`config.mk`:
```
export PLATFORM = sky130hd
export DESIGN_NAME = rc5_key_sched_8bit_flat
export DESIGN_NICKNAME = d
export VERILOG_FILES = /design/src/rtl/rc5_pkg.sv /design/src/rtl/rc5_key_sched_8bit_if.sv /design/src/rtl/rc5_key_sched_8bit.sv /design/src/flat_wrapper.sv
export SDC_FILE = /design/constraint.sdc
export NUM_CORES = 1
export LEC_CHECK = 0
export CAP_MARGIN = 10
export CORE_MARGIN = 3
export CORE_UTILIZATION = 60
export CTS_CLUSTER_SIZE = 8
export DETAILED_ROUTE_END_ITERATION = 12
export MAX_ROUTING_LAYER = met4
export PLACE_DENSITY = 0.79
export SLEW_MARGIN = 10
export SYNTH_ARGS = -nofsm -noshare
export SYNTH_HDL_FRONTEND = slang
export SYNTH_SLANG_ARGS = --single-unit
```
`constraint.sdc`:
```
create_clock -name clock -period 17.4 [get_ports clock]
set_input_delay 1.74 -clock clock [delete_from_list [all_inputs] [get_ports clock]]
set_output_delay 1.74 -clock clock [all_outputs]
set_load 0.01 [all_outputs]
```
`src/rtl/rc5_pkg.sv`:
```
// Shared RC5-8 definitions: word size, magic constants, rotate helper and
// key-schedule state encoding. Used by the key schedule, encryptor and decryptor.
package rc5_pkg;

  localparam int unsigned W = 8;

  // RC5 magic constants truncated to an 8-bit word.
  localparam logic [W-1:0] P8 = 8'hB7;
  localparam logic [W-1:0] Q8 = 8'h9F;

  typedef enum logic [1:0] {
    StIdle,
    StInit,
    StMix,
    StDone
  } ks_state_e;

  // Rotate left; the upper half of the doubled word holds the rotated value.
  function automatic logic [W-1:0] rotl8(input logic [W-1:0] value, input logic [2:0] amount);
    logic [2*W-1:0] dbl;
    dbl = {value, value} << amount;
    return dbl[2*W-1:W];
  endfunction

endpackage

```
`src/rtl/rc5_key_sched_8bit_if.sv`:
```
// Request / table-read bundle between the key schedule and its consumer.
interface rc5_key_sched_8bit_if #(
  parameter int unsigned ROUNDS    = 12,
  parameter int unsigned KEY_BYTES = 8
);

  localparam int unsigned T  = 2 * (ROUNDS + 1);
  localparam int unsigned AW = $clog2(T);

  logic                   ks_start;
  logic [8*KEY_BYTES-1:0] key;
  logic [AW-1:0]          s_addr;
  logic [7:0]             s_data;
  logic                   ks_busy;
  logic                   ks_done;
  logic                   ks_valid;

  // Consumer side: requests expansion and reads the subkey table.
  modport master (
    output ks_start, key, s_addr,
    input  s_data, ks_busy, ks_done, ks_valid
  );

  // Key-schedule side.
  modport slave (
    input  ks_start, key, s_addr,
    output s_data, ks_busy, ks_done, ks_valid
  );

endinterface

```
`src/rtl/rc5_key_sched_8bit.sv`:
```
// RC5-8 key expansion: captures the key, fills S with P8 + i*Q8, then runs
// 3*max(T,C) mix steps one per cycle. S is readable combinationally at all times.
module rc5_key_sched_8bit
  import rc5_pkg::*;
#(
  parameter int unsigned ROUNDS    = 12,
  parameter int unsigned KEY_BYTES = 8
) (
  input logic                clock,
  input logic                reset,
  rc5_key_sched_8bit_if.slave bus
);

  localparam int unsigned T  = 2 * (ROUNDS + 1);
  localparam int unsigned C  = KEY_BYTES;
  localparam int unsigned N  = 3 * ((T > C) ? T : C);
  localparam int unsigned AW = $clog2(T);
  localparam int unsigned JW = (C > 1) ? $clog2(C) : 1;
  localparam int unsigned NW = $clog2(N + 1);

  localparam logic [AW-1:0] ILast = AW'(T - 1);
  localparam logic [JW-1:0] JLast = JW'(C - 1);
  localparam logic [NW-1:0] NLast = NW'(N - 1);

  ks_state_e     state_q;
  logic [W-1:0]  s_q [T];
  logic [W-1:0]  l_q [C];
  logic [W-1:0]  a_q, b_q;
  logic [AW-1:0] i_q;
  logic [JW-1:0] j_q;
  logic [NW-1:0] step_q;
  logic          busy_q, done_q, valid_q;

  logic [W-1:0]  sum_a, a_new, sum_b, b_new;
  logic [2:0]    b_amt;

  // One mix step: new A feeds straight into the B update.
  always_comb begin
    sum_a = s_q[i_q] + a_q + b_q;
    a_new = rotl8(sum_a, 3'd3);
    sum_b = l_q[j_q] + a_new + b_q;
    b_amt = a_new[2:0] + b_q[2:0];
    b_new = rotl8(sum_b, b_amt);
  end

  // Controller, table and key registers with registered status outputs.
  always_ff @(posedge clock or negedge reset) begin
    if (!reset) begin
      state_q <= StIdle;
      for (int k = 0; k < T; k++) s_q[k] <= '0;
      for (int k = 0; k < C; k++) l_q[k] <= '0;
      a_q     <= '0;
      b_q     <= '0;
      i_q     <= '0;
      j_q     <= '0;
      step_q  <= '0;
      busy_q  <= 1'b0;
      done_q  <= 1'b0;
      valid_q <= 1'b0;
    end else begin
      unique case (state_q)
        StIdle: begin
          if (bus.ks_start) begin
            for (int k = 0; k < C; k++) l_q[k] <= bus.key[8*k +: 8];
            i_q     <= '0;
            valid_q <= 1'b0;
            busy_q  <= 1'b1;
            state_q <= StInit;
          end
        end
        StInit: begin
          s_q[i_q] <= P8 + Q8 * W'(i_q);
          if (i_q == ILast) begin
            i_q     <= '0;
            j_q     <= '0;
            a_q     <= '0;
            b_q     <= '0;
            step_q  <= '0;
            state_q <= StMix;
          end else begin
            i_q <= i_q + AW'(1);
          end
        end
        StMix: begin
          s_q[i_q] <= a_new;
          l_q[j_q] <= b_new;
          a_q      <= a_new;
          b_q      <= b_new;
          i_q      <= (i_q == ILast) ? '0 : i_q + AW'(1);
          j_q      <= (j_q == JLast) ? '0 : j_q + JW'(1);
          step_q   <= step_q + NW'(1);
          if (step_q == NLast) begin
            busy_q  <= 1'b0;
            done_q  <= 1'b1;
            valid_q <= 1'b1;
            state_q <= StDone;
          end
        end
        StDone: begin
          done_q  <= 1'b0;
          state_q <= StIdle;
        end
        default: state_q <= StIdle;
      endcase
    end
  end

  // Zero-latency table read; out-of-range indices read as zero.
  always_comb begin
    bus.s_data = '0;
    if (32'(bus.s_addr) < T) bus.s_data = s_q[bus.s_addr];
  end

  assign bus.ks_busy  = busy_q;
  assign bus.ks_done  = done_q;
  assign bus.ks_valid = valid_q;

endmodule

```
`src/flat_wrapper.sv`:
```
// flat-port wrapper written by rule: the top's interface ports become plain ports
module rc5_key_sched_8bit_flat import rc5_pkg::*;
#(
  parameter int unsigned ROUNDS    = 12,
  parameter int unsigned KEY_BYTES = 8
)
  (clock, reset, bus_ks_start, bus_key, bus_s_addr, bus_s_data, bus_ks_busy, bus_ks_done, bus_ks_valid);
  rc5_key_sched_8bit_if #(.ROUNDS(ROUNDS), .KEY_BYTES(KEY_BYTES)) bus_i ();
  input logic clock;
  input logic reset;
  input wire logic [$bits(bus_i.ks_start)-1:0] bus_ks_start;
  input wire logic [$bits(bus_i.key)-1:0] bus_key;
  input wire logic [$bits(bus_i.s_addr)-1:0] bus_s_addr;
  output wire logic [$bits(bus_i.s_data)-1:0] bus_s_data;
  output wire logic [$bits(bus_i.ks_busy)-1:0] bus_ks_busy;
  output wire logic [$bits(bus_i.ks_done)-1:0] bus_ks_done;
  output wire logic [$bits(bus_i.ks_valid)-1:0] bus_ks_valid;
  assign bus_i.ks_start = bus_ks_start;
  assign bus_i.key = bus_key;
  assign bus_i.s_addr = bus_s_addr;
  assign bus_s_data = bus_i.s_data;
  assign bus_ks_busy = bus_i.ks_busy;
  assign bus_ks_done = bus_i.ks_done;
  assign bus_ks_valid = bus_i.ks_valid;
  rc5_key_sched_8bit #(.ROUNDS(ROUNDS), .KEY_BYTES(KEY_BYTES)) u_core (.clock(clock), .reset(reset), .bus(bus_i));
endmodule
```
==> impl_results.md, run 1 <==
* Comb pwr share at 4.8%
* Commonest cells post-synth: 336 x nand2_1, 308 x dfrtp_1, 304 x o21ai_0
* Clock share of power at 49.5%
* Sw Ratio at 22.09%
* # Post-CTS Setup Buffers at 0
* Slew margin rel. at 26.33%
* Number of port buffers at between 80 and 90
* Largest net degree at the start of global routing at 90
* Net switching power at 0.0003468 W
* Crit path DAT at ~8.4 ns
* Layout area overhead at 12.33%
* Yosys cell types at 63
* CP max FO at 46
* DR vias at approximately 15000
* RSZ-0062 raised after global routing: false
* Final setup viols at 0
* Design Power at 0.001570 W
* Layout cells sized above 1 at 13.26%
* Min-delay worst type: reg2reg
* First-pass GRT wire length at 86.46 mm
* Hold path cells at 2
* Overflow left after global routing at 0
* Cells after Synth at 1809
* Post-CTS Resized at 0
* Core Area at between 20000 and 30000 µm²
* Die area at ~33000 µm²
* Worst path required time at ~18 ns
* Detail Route Antenna Nets at 0
* Outcome: finished, final reports clean
* Number of H-tree levels at 2
* Clock buffer count from CTS at 44
* Clock root cell: clkbuf_16
* Syn Nets at 1951
* Final period util at 45.98%
* Fin Clk Skew at 0.01665 ns
* Peak supply drop at 0.09839 mV
* Ys Warns at 0
* Synth Register Bits at 308
* CTS clk-pin slew, worst paths at about 0.050 ns
* Syn avg cell area at 10.08 µm²
* Asr flop ratio synth at between 90% and 100%
* Pwr per Cell Area at 76.61 nW/µm²
* Total Routed Length at 54.08 mm
* Top post-synthesis cells by area: dfrtp_1 42%, mux4_2 12%, o21ai_0 8.3%
* FP Rows at between 60 and 70
* Hold Vio Cnt, Final at 0
* First-pass iteration count of the detailed router at 7
* Final min period at 8.000 ns
* ANT cells at 0
* Max Cap Viol at 0
* NumNets Final at 1977
* Routability cong. at 0.9708
* # IOs at 83
* Worst reg2reg path depth at 23
* Post-synth top area share at 42.25%
* Register area share after synthesis at 42.25%
* Count of final max-slew check failures at 0
* Initial antenna violation count at 0
* Pleak at 8.936 nW
* Number of remaining DRC errors at 0
* Number of global-route vias before repair at 15330
* Die W at 180.4 µm
* EDFF count, synth at 0
* Most common cell in the netlist: nand2_1
* Area leader, netlist: dfrtp_1
* Clock sinks at 308
* Routed wire per std cell at 24.25 µm
* Setup TNS at 0 ns
* CTS hold repair buffers at 0
* Clk Latency, worst-skew pair at 0.54 ns
* Flop pwr share at 45.7%
* CTS tree: built
* Synth Flop Type: dfrtp_1
* DR iter-0 viols at 1818
* Internal power at roughly 0.0012 W
* Detailed placement HPWL at between 30 and 40 mm
* Die height at 180.4 µm
* Clock Path Buffers at 3
* Initial Util at roughly three fifths
* F_max at 125.0 MHz
* Mapped cell area at ~18000 µm²
* CP Capture Type: flop
* Worst slew pin tran at 1.105 ns
* CP Class: reg2reg
* Avg Vias per Cell at 6.882
* Crit start category: flop
* FILL cells at 2222
* GR Util All Layers at between 30% and 40%
==> power by group through the flow <==
stage          Clock, W  Combinational (W)  Sequential [W]
2_1_floorplan         0          0.0000287        0.000730
3_3_place_gp          0          0.0000744        0.000729
3_5_place_dp          0          0.0000744        0.000729
4_1_cts        0.000782          0.0000752        0.000718
5_1_grt        0.000810          0.0000798        0.000717
6_report       0.000777          0.0000750        0.000718
==> layout by cell type, fill, tap and decap left out, drive strengths merged, types with 46 or more instances in the layout <==
cell,count
dfrtp,308
ha,47
clkbuf,50
inv,46
clkdlybuf4s50,79
nand2,336
a22o,47
a31oi,51
nor2,52
o21ai,307
mux4,101
==> logic make-up (layout without fill, tap and decap cells) <==
family | after synthesis | in the layout | synth area share, %
compound gates | 597 | 597 | 20.25
xor+xnor | 29 | 29 | 1.632
fa+ha+maj | 70 | 70 | 5.748
buf+inv | 181 | 212 | 3.896
flops | 308 | 308 | 42.25
mux | 154 | 154 | 15.60
simple gates | 470 | 470 | 10.63
==> registers in the layout, summed over array words and instances (netlist names) <==
name                 cells
u_core.a_q               8
u_core.b_q               8
u_core.bus.ks_busy       1
u_core.bus.ks_done       1
u_core.bus.ks_valid      1
u_core.i_q               5
u_core.j_q               3
u_core.l_q              64
u_core.s_q             208
u_core.state_q           2
u_core.step_q            7
==> metrics by stage <==
| stage | cells | area [µm²] | hold WS [ns] | setup slack (ns) | util [%] |
|---|---|---|---|---|---|
| floorplan | 1809 | 18240 | 0.4604 | 9.998 | - |
| CTS | 2230 | 20490 | 0.4977 | 9.329 | 68.76 |
| detailed placement | 2179 | 19290 | 0.4872 | 9.334 | 64.73 |
| global placement | 2179 | 19290 | 0.4729 | 9.563 | 64.73 |
| finish | 2230 | 20490 | 0.4936 | 9.400 | 68.77 |
| global route | 2230 | 20490 | 0.5142 | 8.966 | 68.77 |
==> worst paths after layout <==
path	slack, ns	startpoint	end
min in group asynchronous	1.15	reset	u_core.step_q[6]
hold reg to reg	0.49	u_core.s_q[180]	u_core.s_q[180]
setup / recovery	9.40	u_core.i_q[0]	u_core.l_q[60]
hold / removal	0.49	u_core.s_q[180]	u_core.s_q[180]
setup reg to reg	9.40	u_core.i_q[0]	u_core.l_q[60]
max in group asynchronous	14.67	reset	u_core.s_q[51]
==> metal layers <==
layer	vias to the layer above	part of all wire, %	GRT usage, %
met4	0	4.6	13.79
met1	7589	39	45.36
met3	183	9.3	6.601
met2	908	47	53.03
li1	6667	-	-
met5	-	0	-
==> critical path, stage by stage, from the launching register on <==
cell and delay [ns]:
dfrtp_4 0.64, buf_4 0.70, mux4_2 0.59, a22o_1 0.25, a221o_1 0.34, o21ai_0 0.12
fa_1 0.45, inv_1 0.06, ha_1 0.15, inv_1 0.06, fa_1 0.47, nor2b_1 0.18
o21ai_0 0.09, a21boi_0 0.54, ha_1 0.26, inv_1 0.05, fa_1 0.93, inv_1 0.24
nand2_1 0.19, a211oi_1 0.07, a31oi_1 0.15, o311ai_0 0.30, a311oi_2 0.72, o21ai_0 0.22
==> layout make-up <==
class	count	area, µm²	share of cell area, %
repair buffers	111	1036	5.056
clock inverters	1	16.27	0.07937
inverters	50	187.7	0.9159
multi-input cells	1320	9866	48.14
flip-flops and latches	308	7712	37.64
clock buffers	50	1186	5.788
well taps	390	488.0	2.381
(Power assumes the default switching activity.)
==> run 2, diff against run 1 <==
==> constraint.sdc (replaced) <==
create_clock -name clock -period 7.5 [get_ports clock]
set_input_delay 0.75 -clock clock [delete_from_list [all_inputs] [get_ports clock]]
set_output_delay 0.75 -clock clock [all_outputs]
set_load 0.01 [all_outputs]
==> run 2 against run 1 <==
Setup slack lost 9.0 ns. Die area is the same. Critical path depth grew 1. Register-to-register slack lost 9.0 ns. Wire length grew 1.9%. Critical path type unchanged. Critical endpoint is now u_core.b_q[4]. Largest cell class unchanged.
==> impl_results.md, run 2 (synthesis gave the netlist of run 1 again) <==
* Layout area overhead at 12.91%
* DR vias at 15490 (+0.93%)
* Fin util at 69.13% (+0.35 points)
* Final min period at 7.104 ns (-0.8961 ns)
* Layout cells sized above 1 at 13.52% (+0.26 points)
* Die height at 180.4 µm (unchanged)
* Final setup margin at 0.3959 ns (-9.004 ns)
* Initial Util at 61.22% (unchanged)
* Crit path DAT at 7.53 ns (-0.84 ns)
* Clock Path Buffers at 3 (unchanged)
* Biggest register: u_core.s_q
* GR Util All Layers at 34.94% (+0.64 points)
* Inst Count DP at 2186 (+0.32%)
* Clock root cell: clkbuf_16
* Worst path required time at 7.92 ns (-9.85 ns)
* CP Class: reg2reg
* CP Capture Type: flop
* Pwr per Cell Area at 175.7 nW/µm² (+130%)
* Count of final max-slew check failures at 0 (unchanged)
* Die area at 32530 µm² (unchanged)
* Routability cong. at 0.9489 (-2.3%)
* Clk Latency, worst-skew pair at 0.54 ns (about the same)
* Largest net degree at the start of global routing at 174 (+93%)
* Setup TNS at 0 ns (unchanged)
* Most frequent cells in the layout: 336 x nand2_1, 306 x dfrtp_1, 303 x o21ai_0
* Pleak at 8.992 nW (+0.62%)
* Overflow left after global routing at 0 (unchanged)
* Peak supply drop at 0.1871 mV (+90%)
* Detail Route Antenna Nets at 0 (unchanged)
* Max reg flops at 208 (unchanged)
* Avg Vias per Cell at 6.918 (+0.52%)
* Clock sinks at 308 (unchanged)
* Min-delay worst type: in2async
* Final setup viols at 0 (unchanged)
* Regs by FF count: u_core.s_q (208), u_core.l_q (64)
* ANT cells at 0 (unchanged)
* CTS clk-pin slew, worst paths at 0.05 ns (about the same)
* Number of port buffers at 82 (unchanged)
* RSZ-0062 raised after global routing: false
* Number of global-route vias before repair at 15480 (+0.95%)
* Hold Vio Cnt, Final at 0 (unchanged)
* Initial antenna violation count at 0 (unchanged)
* Die W at 180.4 µm (unchanged)
* Fin Clk Skew at 0.01982 ns (+0.003176 ns)
* Slew margin rel. at 18.52% (-7.8 points)
* Routed wire per std cell at 24.62 µm (+1.5%)
* Fin cells at 2239 (+0.40%)
* Design Power at 0.003618 W (+130%)
* Crit start category: flop
* NumNets Final at 1986 (+0.46%)
* Outcome: finished, final reports clean
* Number of remaining DRC errors at 0 (unchanged)
* Place WS at 0.2683 ns (-9.066 ns)
* Worst slew pin tran at 1.222 ns (+0.1172 ns)
* # IOs at 83 (unchanged)
* CTS tree: built
* Max Cap Viol at 0 (unchanged)
* Commonest non-fill, non-tap cell in the layout: nand2_1
* Total Routed Length at 55.11 mm (+1.9%)
* First-pass iteration count of the detailed router at 7 (unchanged)
* CP max FO at 15 (-67%)
* Number of H-tree levels at 2 (unchanged)
* Clock buffer count from CTS at 44 (unchanged)
* Core Area at 29800 µm² (unchanged)
* F_max at 140.8 MHz (+13%)
* Detailed placement HPWL at 36.76 mm (+2.3%)
* First-pass GRT wire length at 87.95 mm (+1.7%)
* CTS hold repair buffers at 0 (unchanged)
* Final period util at 94.72% (+49 points)
* DR iter-0 viols at 1994 (+9.7%)
* FP Rows at 63 (unchanged)
run 2: worst max-delay path, cell delays in order, from the launching register on:
cell,delay [ns]
dfrtp_4,0.67
buf_16,0.21
mux4_2,0.52
mux4_2,0.53
nand2_1,0.09
o21ai_0,0.12
fa_1,0.55
inv_1,0.06
fa_1,0.39
nor2b_1,0.16
o31ai_1,0.10
a21oi_1,0.17
xnor2_1,0.15
xnor2_1,0.43
xor2_1,0.14
ha_1,0.21
a21o_1,0.15
ha_1,0.34
nor2b_1,0.16
o31a_1,0.28
o22ai_1,0.22
nand2_1,0.08
o311ai_0,0.73
a311oi_2,0.22
o31ai_1,0.30
run 2: metrics by stage:
step,cell area [µm²],hold WS (ns)
detailed placement,19360,0.4872
finish,20600,0.3005
global route,20600,0.3982
floorplan,18240,0.4544
CTS,20550,0.3815
global placement,19360,0.4752
run 2: cell type report:
type                       count  area [µm²]
clock buffer                  50        1176
tap                          390       488.0
fill                        2185        9199
sequential                   308        7715
inverter                      50       187.7
timing repair buffer         120        1156
clock inverter                 1       16.27
multi-input combinational   1320        9858
run 2: where the power goes:
| group | total (W) | switching [W] | internal [W] |
|---|---|---|---|
| registers | 0.00167 | 0 | 0.00167 |
| logic | 0.000172 | 0.0000927 | 0.0000796 |
| clock network | 0.00178 | 0.000697 | 0.00108 |
| total | 0.00362 | 0.000789 | 0.00283 |
run 2: what timing repair did:
item | 4_1_cts | 5_1_grt
buffers inserted | 0 | 1
setup endpoints to repair | 0 | 26
gates resized for setup | 0 | 2
run 2: per-layer routing:
layer	vias to the layer above	GRT usage [%]	share of wire, %
met3	227	5.470	8.5
li1	6696	-	-
met1	7625	45.58	39
met5	-	-	0
met2	941	54.86	47
met4	0	15.72	5.5
run 2: final timing paths:
kind	from	end	slack, ns	depth (start not counted)
worst max-delay path	u_core.i_q[0]	u_core.b_q[4]	0.40	24
worst min-delay path	reset	u_core.bus.ks_done	0.30	1
worst max register to register	u_core.i_q[0]	u_core.b_q[4]	0.40	24
worst min register to register	u_core.s_q[45]	u_core.s_q[45]	0.50	2
max in group asynchronous	reset	u_core.s_q[167]	5.70	2
min in group clock	u_core.s_q[45]	u_core.s_q[45]	0.50	2
